`src/rtl/led_pkg.sv`:
```
// Shared constants and types for the LED matrix frame receiver.
package led_pkg;

  localparam logic [15:0] DEF_ETH_TYPE  = 16'h88B5;
  localparam logic [47:0] DEF_LOCAL_MAC = 48'h02_00_00_00_00_01;
  localparam logic [47:0] BCAST_MAC     = 48'hFFFF_FFFF_FFFF;

  localparam int unsigned FLAG_EOF_BIT = 0;

  typedef logic [23:0] rgb_t;

  typedef enum logic [2:0] {
    StIdle,
    StFlags,
    StRow,
    StPix,
    StTail,
    StDrop
  } rx_state_e;

endpackage

```
`src/rtl/led_frame_rx.sv`:
```
// Filters Ethernet frames by type/destination and unpacks one matrix row of RGB pixels
// per packet into the frame buffer write port.
module led_frame_rx
  import led_pkg::*;
#(
  parameter logic [15:0] ETH_TYPE   = DEF_ETH_TYPE,
  parameter logic [47:0] LOCAL_MAC  = DEF_LOCAL_MAC,
  parameter int unsigned ROWS       = 32,
  parameter int unsigned COLS       = 64,
  parameter int unsigned ADDR_WIDTH = 11
) (
  input  logic                  clk,
  input  logic                  rst,

  input  logic                  s_eth_hdr_valid,
  output logic                  s_eth_hdr_ready,
  input  logic [47:0]           s_eth_dest_mac,
  input  logic [15:0]           s_eth_type,

  input  logic [7:0]            s_eth_payload_axis_tdata,
  input  logic                  s_eth_payload_axis_tvalid,
  output logic                  s_eth_payload_axis_tready,
  input  logic                  s_eth_payload_axis_tlast,
  input  logic                  s_eth_payload_axis_tuser,

  output logic                  fb_wr_en,
  output logic [ADDR_WIDTH-1:0] fb_wr_addr,
  output logic [23:0]           fb_wr_data,

  output logic                  frame_done,
  output logic [15:0]           pkt_good_count,
  output logic [15:0]           pkt_drop_count
);

  localparam int unsigned ColW     = (COLS > 1) ? $clog2(COLS) : 1;
  localparam logic [ColW-1:0] LastCol = ColW'(COLS - 1);
  localparam bit          ColsPow2 = ((COLS & (COLS - 1)) == 0);
  localparam int unsigned ColShift = $clog2(COLS);

  rx_state_e             state_q, state_d;
  logic                  eof_q, eof_d;
  logic [7:0]            row_q, row_d;
  logic [ColW-1:0]       col_q, col_d;
  logic [1:0]            byte_idx_q, byte_idx_d;
  logic [7:0]            r_q, r_d;
  logic [7:0]            g_q, g_d;
  logic                  wr_en_q, wr_en_d;
  logic [ADDR_WIDTH-1:0] wr_addr_q, wr_addr_d;
  rgb_t                  wr_data_q, wr_data_d;
  logic                  done_q, done_d;
  logic [15:0]           good_q, good_d;
  logic [15:0]           drop_q, drop_d;

  logic                  beat;
  logic                  hdr_ok;
  logic                  last_px;
  logic [ADDR_WIDTH-1:0] pix_addr;

  assign s_eth_hdr_ready           = (state_q == StIdle);
  assign s_eth_payload_axis_tready = (state_q != StIdle);
  assign beat = s_eth_payload_axis_tvalid && s_eth_payload_axis_tready;

  assign hdr_ok = (s_eth_type == ETH_TYPE) &&
                  ((s_eth_dest_mac == LOCAL_MAC) || (s_eth_dest_mac == BCAST_MAC));

  // Current byte is the B byte of the last column.
  assign last_px = (byte_idx_q == 2'd2) && (col_q == LastCol);

  always_comb begin
    if (ColsPow2) begin
      pix_addr = (ADDR_WIDTH'(row_q) << ColShift) + ADDR_WIDTH'(col_q);
    end else begin
      pix_addr = ADDR_WIDTH'(row_q) * ADDR_WIDTH'(COLS) + ADDR_WIDTH'(col_q);
    end
  end

  always_comb begin
    state_d    = state_q;
    eof_d      = eof_q;
    row_d      = row_q;
    col_d      = col_q;
    byte_idx_d = byte_idx_q;
    r_d        = r_q;
    g_d        = g_q;
    wr_en_d    = 1'b0;
    wr_addr_d  = wr_addr_q;
    wr_data_d  = wr_data_q;
    done_d     = 1'b0;
    good_d     = good_q;
    drop_d     = drop_q;

    unique case (state_q)
      StIdle: begin
        if (s_eth_hdr_valid) begin
          state_d = hdr_ok ? StFlags : StDrop;
        end
      end

      StFlags: begin
        if (beat) begin
          eof_d = s_eth_payload_axis_tdata[FLAG_EOF_BIT];
          if (s_eth_payload_axis_tlast) begin
            state_d = StIdle;
            drop_d  = drop_q + 16'd1;
          end else begin
            state_d = StRow;
          end
        end
      end

      StRow: begin
        if (beat) begin
          row_d      = s_eth_payload_axis_tdata;
          col_d      = '0;
          byte_idx_d = 2'd0;
          if (s_eth_payload_axis_tlast) begin
            state_d = StIdle;
            drop_d  = drop_q + 16'd1;
          end else if ({24'd0, s_eth_payload_axis_tdata} >= ROWS) begin
            state_d = StDrop;
          end else begin
            state_d = StPix;
          end
        end
      end

      StPix: begin
        if (beat) begin
          case (byte_idx_q)
            2'd0: begin
              r_d        = s_eth_payload_axis_tdata;
              byte_idx_d = 2'd1;
            end
            2'd1: begin
              g_d        = s_eth_payload_axis_tdata;
              byte_idx_d = 2'd2;
            end
            default: begin
              wr_en_d    = 1'b1;
              wr_addr_d  = pix_addr;
              wr_data_d  = {r_q, g_q, s_eth_payload_axis_tdata};
              byte_idx_d = 2'd0;
              col_d      = col_q + 1'b1;
            end
          endcase
          if (s_eth_payload_axis_tlast) begin
            state_d = StIdle;
            if (last_px && !s_eth_payload_axis_tuser) begin
              good_d = good_q + 16'd1;
              done_d = eof_q;
            end else begin
              drop_d = drop_q + 16'd1;
            end
          end else if (last_px) begin
            state_d = StTail;
          end
        end
      end

      StTail: begin
        if (beat && s_eth_payload_axis_tlast) begin
          state_d = StIdle;
          if (s_eth_payload_axis_tuser) begin
            drop_d = drop_q + 16'd1;
          end else begin
            good_d = good_q + 16'd1;
            done_d = eof_q;
          end
        end
      end

      StDrop: begin
        if (beat && s_eth_payload_axis_tlast) begin
          state_d = StIdle;
          drop_d  = drop_q + 16'd1;
        end
      end

      default: state_d = StIdle;
    endcase
  end

  always_ff @(posedge clk) begin
    if (rst) begin
      state_q    <= StIdle;
      eof_q      <= 1'b0;
      row_q      <= '0;
      col_q      <= '0;
      byte_idx_q <= 2'd0;
      r_q        <= '0;
      g_q        <= '0;
      wr_en_q    <= 1'b0;
      wr_addr_q  <= '0;
      wr_data_q  <= '0;
      done_q     <= 1'b0;
      good_q     <= '0;
      drop_q     <= '0;
    end else begin
      state_q    <= state_d;
      eof_q      <= eof_d;
      row_q      <= row_d;
      col_q      <= col_d;
      byte_idx_q <= byte_idx_d;
      r_q        <= r_d;
      g_q        <= g_d;
      wr_en_q    <= wr_en_d;
      wr_addr_q  <= wr_addr_d;
      wr_data_q  <= wr_data_d;
      done_q     <= done_d;
      good_q     <= good_d;
      drop_q     <= drop_d;
    end
  end

  assign fb_wr_en       = wr_en_q;
  assign fb_wr_addr     = wr_addr_q;
  assign fb_wr_data     = wr_data_q;
  assign frame_done     = done_q;
  assign pkt_good_count = good_q;
  assign pkt_drop_count = drop_q;

endmodule

```
`config.mk`:
```
export PLATFORM = sky130hd
export DESIGN_NAME = led_frame_rx
export DESIGN_NICKNAME = d
export VERILOG_FILES = /design/src/rtl/led_pkg.sv /design/src/rtl/led_frame_rx.sv
export SDC_FILE = /design/constraint.sdc
export NUM_CORES = 1
export LEC_CHECK = 0
export CAP_MARGIN = 30
export CORE_AREA = 2 2 113 93
export CTS_CLUSTER_DIAMETER = 100
export DETAILED_ROUTE_END_ITERATION = 7
export DIE_AREA = 0 0 115 95
export GPL_ROUTABILITY_DRIVEN = 0
export PLACE_DENSITY = 0.8
export SETUP_SLACK_MARGIN = 0.3
export SLEW_MARGIN = 20
export SYNTH_ARGS = -nofsm -noshare
export SYNTH_HDL_FRONTEND = slang
export SYNTH_SLANG_ARGS = --single-unit
```
`constraint.sdc`:
```
create_clock -name clk -period 2.46 [get_ports clk]
set_input_delay 0.492 -clock clk [delete_from_list [all_inputs] [get_ports clk]]
set_output_delay 0.492 -clock clk [all_outputs]
set_load 0.03 [all_outputs]
```
* Word-level counts from Yosys, hierarchy flattened
Cells that the tools add are included.
Operators by class: add/sub/neg operators 4, multipliers 0, div/mod/pow operators 0, magnitude comparators 1, equal/unequal tests 27, shift-type cells 0, muxes and demuxes 42, bitwise gates (word level) 3, reductions and logical operators 27
Operators with widths (number):
- 16-bit two-way mux | 13
- 16-bit case mux with 4 select lines | 1
- 48-bit by 42-bit == test with 1-bit output (second input constant) | 1
- 48-bit == test (second input constant) | 1
- 16-bit by 1-bit adder with 16-bit output (second input constant) | 2
- 16-bit case mux with 2 select lines | 1
- 3-bit two-way mux | 10
- 2-bit != test (second input constant) | 12
- 6-bit two-way mux | 3
- 16-bit == test (second input constant) | 1
- 3-bit case mux with 5 select lines | 1
- 6-bit case mux with 2 select lines | 1
- 3-bit AND reduction | 4
- 6-bit AND reduction | 2
- 11-bit by 6-bit adder with 11-bit output | 1
- 9-bit AND reduction | 1
- 8-bit by 6-bit >= comparator with 1-bit output (second input constant) | 1
- 2-bit case mux with 2 select lines | 2
- 6-bit by 1-bit adder with 6-bit output (second input constant) | 1
- 3-bit by 2-bit == test with 1-bit output (second input constant) | 2
- 3-bit == test (second input constant) | 2
- 6-bit == test (second input constant) | 1
- 1-bit two-way mux | 6
- 2-bit two-way mux | 3
- other kinds (19) | 31
Storage, ports and cells: flip-flop bits (word level) 102, bits in latches 0, RAM bits 0, memory bits (read-only) 0, bits of input ports 78, output and inout bits 71, logic and storage cells 117, memories 0

* Logic depth before layout (Yosys ltp)
depth in word-level cells 7, depth in mapped cells 7, depth with buffers taken out 6

* Worst setup path before layout
No wires, ideal clock.
kind register to register, from reg col_q[0], to reg state_q[2], setup time 0.060 ns, arrival time 1.915 ns, data required time 2.400 ns, path slack 0.484 ns, stages on the path, launching flop included 8, buffers on the path 1, clock period less this slack 1.976 ns, cell sequence dfxtp_1 ha_1 nand4b_2 o21ai_1 or4b_1 buf_2 o41ai_1 o221a_1
Between the ends: word-level cells in the longest chain between the ends 4
Ends and longest elaborated chain:
- from (decl) | RTL line led_frame_rx.sv:43 | logic [ColW-1:0] col_q, col_d;
- from (signal assigned) | RTL line led_frame_rx.sv:202 | col_q <= col_d;
- 6-bit == test | RTL line led_frame_rx.sv:67 | assign last_px = (byte_idx_q == 2'd2) && (col_q == LastCol);
- 1-bit logical AND | RTL line led_frame_rx.sv:67
- 3-bit != test (no line)
- 6-bit AND reduction (no line)
- to (signal assigned) | RTL line led_frame_rx.sv:185 | state_q <= StIdle;
- to (signal assigned) | RTL line led_frame_rx.sv:199 | state_q <= state_d;
- to (decl) | RTL line led_frame_rx.sv:40 | rx_state_e state_q, state_d;
Every way passes these cells. A chain may end at the register's enable or synchronous reset.

* Final worst setup path
from reg good_q[2] (netlist: pkt_good_count[2]), to out pkt_good_count[2]
RTL lines:
- from (decl) | RTL line led_frame_rx.sv:51 | logic [15:0] good_q, good_d;
- from (signal assigned) | RTL line led_frame_rx.sv:210 | good_q <= good_d;
- to (decl) | RTL line led_frame_rx.sv:31 | output logic [15:0] pkt_good_count,
No word-level cell between the ends.

==> summary.txt <==
Route
  – Final wirelength: 12220 um
  – Drt first pass iters: 4
  – Vias: between 4k and 5k
  – Number of vias per cell: 5.538
  – Initial DRC Count: ~240
  – WL per Instance: 15.03 um
  – Routed Antenna Nets: 0
  – # DRC: 0

Global route
  – Number of global-route vias before repair: ~4.1k
  – Routing usage on met3: 0.07253
  – GRT met2 Usage: 0.3721
  – GRT Total Usage: 0.2196
  – Busiest layer in global routing: met2
  – Met1 global-route usage: 0.2720
  – Initial antenna violation count: 0
  – Total global routing overflow: 0
  – First-pass GRT wire length: 19060 um
  – Largest net degree at the start of global routing: 40

Logic synthesis
  – Adder-cell share of the synthesized area: 0.008455
  – Syn Inst Count: 526
  – Largest family of logic cells by synthesized area: simple AND/OR/NAND/NOR gates
  – Top-area cell type share of the netlist area: 0.4600
  – Post-Syn Area: 4439 sq um
  – Leading post-synthesis cells by cell area: dfxtp_1 46%, nand2_1 7.5%, a21oi_1 6.7%
  – Most common cell in the netlist: dfxtp_1
  – Post-synth ARST share: 0
  – Simple-gate share of the synthesized area: 0.3038
  – Synthesis Warnings: 0
  – XOR/XNOR share of the synthesized area: 0.03551
  – Number of synthesized register bits: 102
  – Mux share of post-synthesis cell area: 0.04566
  – Cell taking the most area after synthesis: dfxtp_1
  – Syn_nets: 607
  – Compound-cell area share of the yosys netlist: 0.1158
  – Sequential element share of the synthesized area: 0.4600
  – Synth Area per Inst: approximately 8.4 sq um
  – Top_reg_cell synth: dfxtp_1
  – Unique masters post-synth: 53
  – Synth top cells by count: 102 x dfxtp_1, 89 x nand2_1, 59 x a21oi_1, 51 x nor2_1, 24 x nand4_1
  – Post-synth EDFFs: 0

Cells and area
  – Fin nets: 768
  – Layout cells sized above 1: 0.09407
  – Sequential cell area: slightly above 2000 sq um
  – Final core utilization: 0.6596
  – Final Non-Filler Cells: ~800
  – # diodes: 0
  – Final-layout fill cell count: between 700 and 800
  – Footprint of the multi-input gates: 2306 sq um
  – Area growth, synth to finish: 47.24%

Pwr
  – Pleak: 0.002311 uW
  – Total power: 3908 uW
  – Sw Share: 0.2572
  – PwrDens: 598.0 nW/um^2
  – Peak supply drop: around 0.00052 V
  – Clock Power Share: 0.392
  – Internal: approximately 2900 uW
  – Net Sw Power: 1005 uW
  – Power share of the sequential group: 0.443
  – Comb power frac: 0.165

Setup path
  – Reg2reg setup slack: 0.37 ns
  – CP Capture Point: pkt_good_count[2]
  – WP data arrival: 1.67 ns
  – R2R Path Start: col_q[1]
  – Crit path from: pkt_good_count[2]
  – Startpoint Class: register
  – Critical path depth: 1
  – Critical Path Max Stage Delay: 0.76 ns
  – CP Capture Type: output port
  – Crit path cell chain: clkdlybuf4s50_1
  – CP delay by family, top: buffers and inverters
  – Worst reg-to-reg path cell count: 6
  – Crit path buf inv count: 1
  – Slowest cell on crit path: clkdlybuf4s50_1
  – R2r endpoint: state_q[2]
  – Required @ worst endpoint: 1.97 ns
  – Kind of critical path: register to output port
  – CP max FO: 6

Timing
  – Crit path time final: about 2.2 ns
  – FMAX: 463.0 MHz
  – Setup Viol. Count Final: 0
  – RSZ-0062 raised after global routing: yes
  – Part of the cycle the worst path needs: 0.8779
  – Rel. slew slack: 0.5189
  – Final Hold Fails: 0
  – Final setup TNS: 0 ns
  – Worst hold slack: between 0.4 and 0.5 ns
  – Slew @ Worst Pin: 0.7217 ns
  – Layout Skew: about 0.011 ns
  – Max Slew Vio Count: 0

Clocking
  – CTS Sinks: roughly 100
  – H-tree Lvls: 3
  – CTS clk-pin slew, worst paths: 0.08 ns
  – CTS tree: yes
  – Cts hold-fix bufs: 0
  – Worst skew pair latency: roughly 0.35 ns
  – Clock root buffer: clkbuf_16
  – Clock buffer depth: 2
  – Clock buffers created by TritonCTS: 9

Die
  – Chip Height: between 90 and 100 um
  – Chip width: ~120 um
  – Initial Util: 0.4480
  – I/O pins: roughly 150
  – Row cnt: 33
  – Core box area: a little under 10000 sq um
  – DIE AREA: 10930 sq um

Placed design
  – Placed cell count: 794
  – Buffers on Ports: 148
  – Detail Placement HPWL: 8922 um

Flow run
  – # Max-Cap Violations: 0

Worst hold path
  – HP Class: register to register
  – Hold path cells: 2

Status
  – Outcome: finished, final reports clean
per-layer routing:
layer / vias to the layer above / share of wire
li1: 2187 / -
met1: 2140 / 0.43
met4: 0 / 0.012
met3: 19 / 0.080
met5: - / 0
met2: 156 / 0.47
kinds of logic after synthesis:
logic type	Yosys count
and+or+nand+nor	259
DFF	102
AOI/OAI and AO/OA	91
buffers and inverters	33
muxes	20
xor gates and xnor gates	18
adders and majority gates	3
layout make-up:
cell class	instances	area share
Multi-Input combinational cell	392	0.3528
Sequential cell	102	0.3132
Timing Repair Buffer	174	0.2577
Clock buffer	9	0.03446
Tap cell	122	0.02335
Clock inverter	6	0.01397
Inverter	8	0.004594
layout by cell type, fill, tap and decap left out, types with 9 or more instances in the layout:
cell	instances
clkdlybuf4s50_1	145
dfxtp_1	98
nand2_1	89
a21oi_1	59
nor2_1	50
buf_4	25
nand4_1	24
o21ai_0	19
nor4_1	18
mux2i_1	18
or3_1	13
xnor2_1	13
nand3_1	10
clkbuf_16	9
power by group through the flow:
stage,Sequential [uW],Clock (uW),Combinational (uW)
after floorplan,1740,0,335
after detailed placement,1770,0,590
after CTS,1730,1560,579
after global placement,1760,0,575
final,1730,1530,646
after global routing,1740,1620,695
per-stage QoR:
step / instance area (sq um) / setup slack [ns]
2_1_floorplan: 4439 / 0.4844
3_3_place_gp: 6137 / 0.07348
3_5_place_dp: 6137 / 0.01784
4_1_cts: 6462 / 0.2996
5_1_grt: 6536 / 0.2601
6_report: 6536 / 0.3003
worst min path at each step:
stage | startpoint | to | slack [ns]
after floorplan | row_q[4] | fb_wr_addr[10] | 0.43
after global placement | g_q[4] | fb_wr_data[12] | 0.44
after detailed placement | r_q[2] | fb_wr_data[18] | 0.44
after CTS | r_q[3] | fb_wr_data[19] | 0.45
after global routing | g_q[4] | fb_wr_data[12] | 0.48
final | r_q[3] | fb_wr_data[19] | 0.46
registers in the layout (all words and copies together) (netlist names):
signal,flops
fb_wr_data,24
eof_q,1
byte_idx_q,2
col_q,6
g_q,8
pkt_drop_count,16
fb_wr_addr,11
row_q,5
fb_wr_en,1
pkt_good_count,16
r_q,8
state_q,3
frame_done,1
timing repair:
item / in CTS / in global routing
gates cloned: 0 / 1
gates resized for setup: 5 / 8
endpoints found under the setup margin: 4 / 17
pin swaps: 0 / 2
buffers inserted: 0 / 3
No activity file was read; power rests on OpenSTA's default activity.
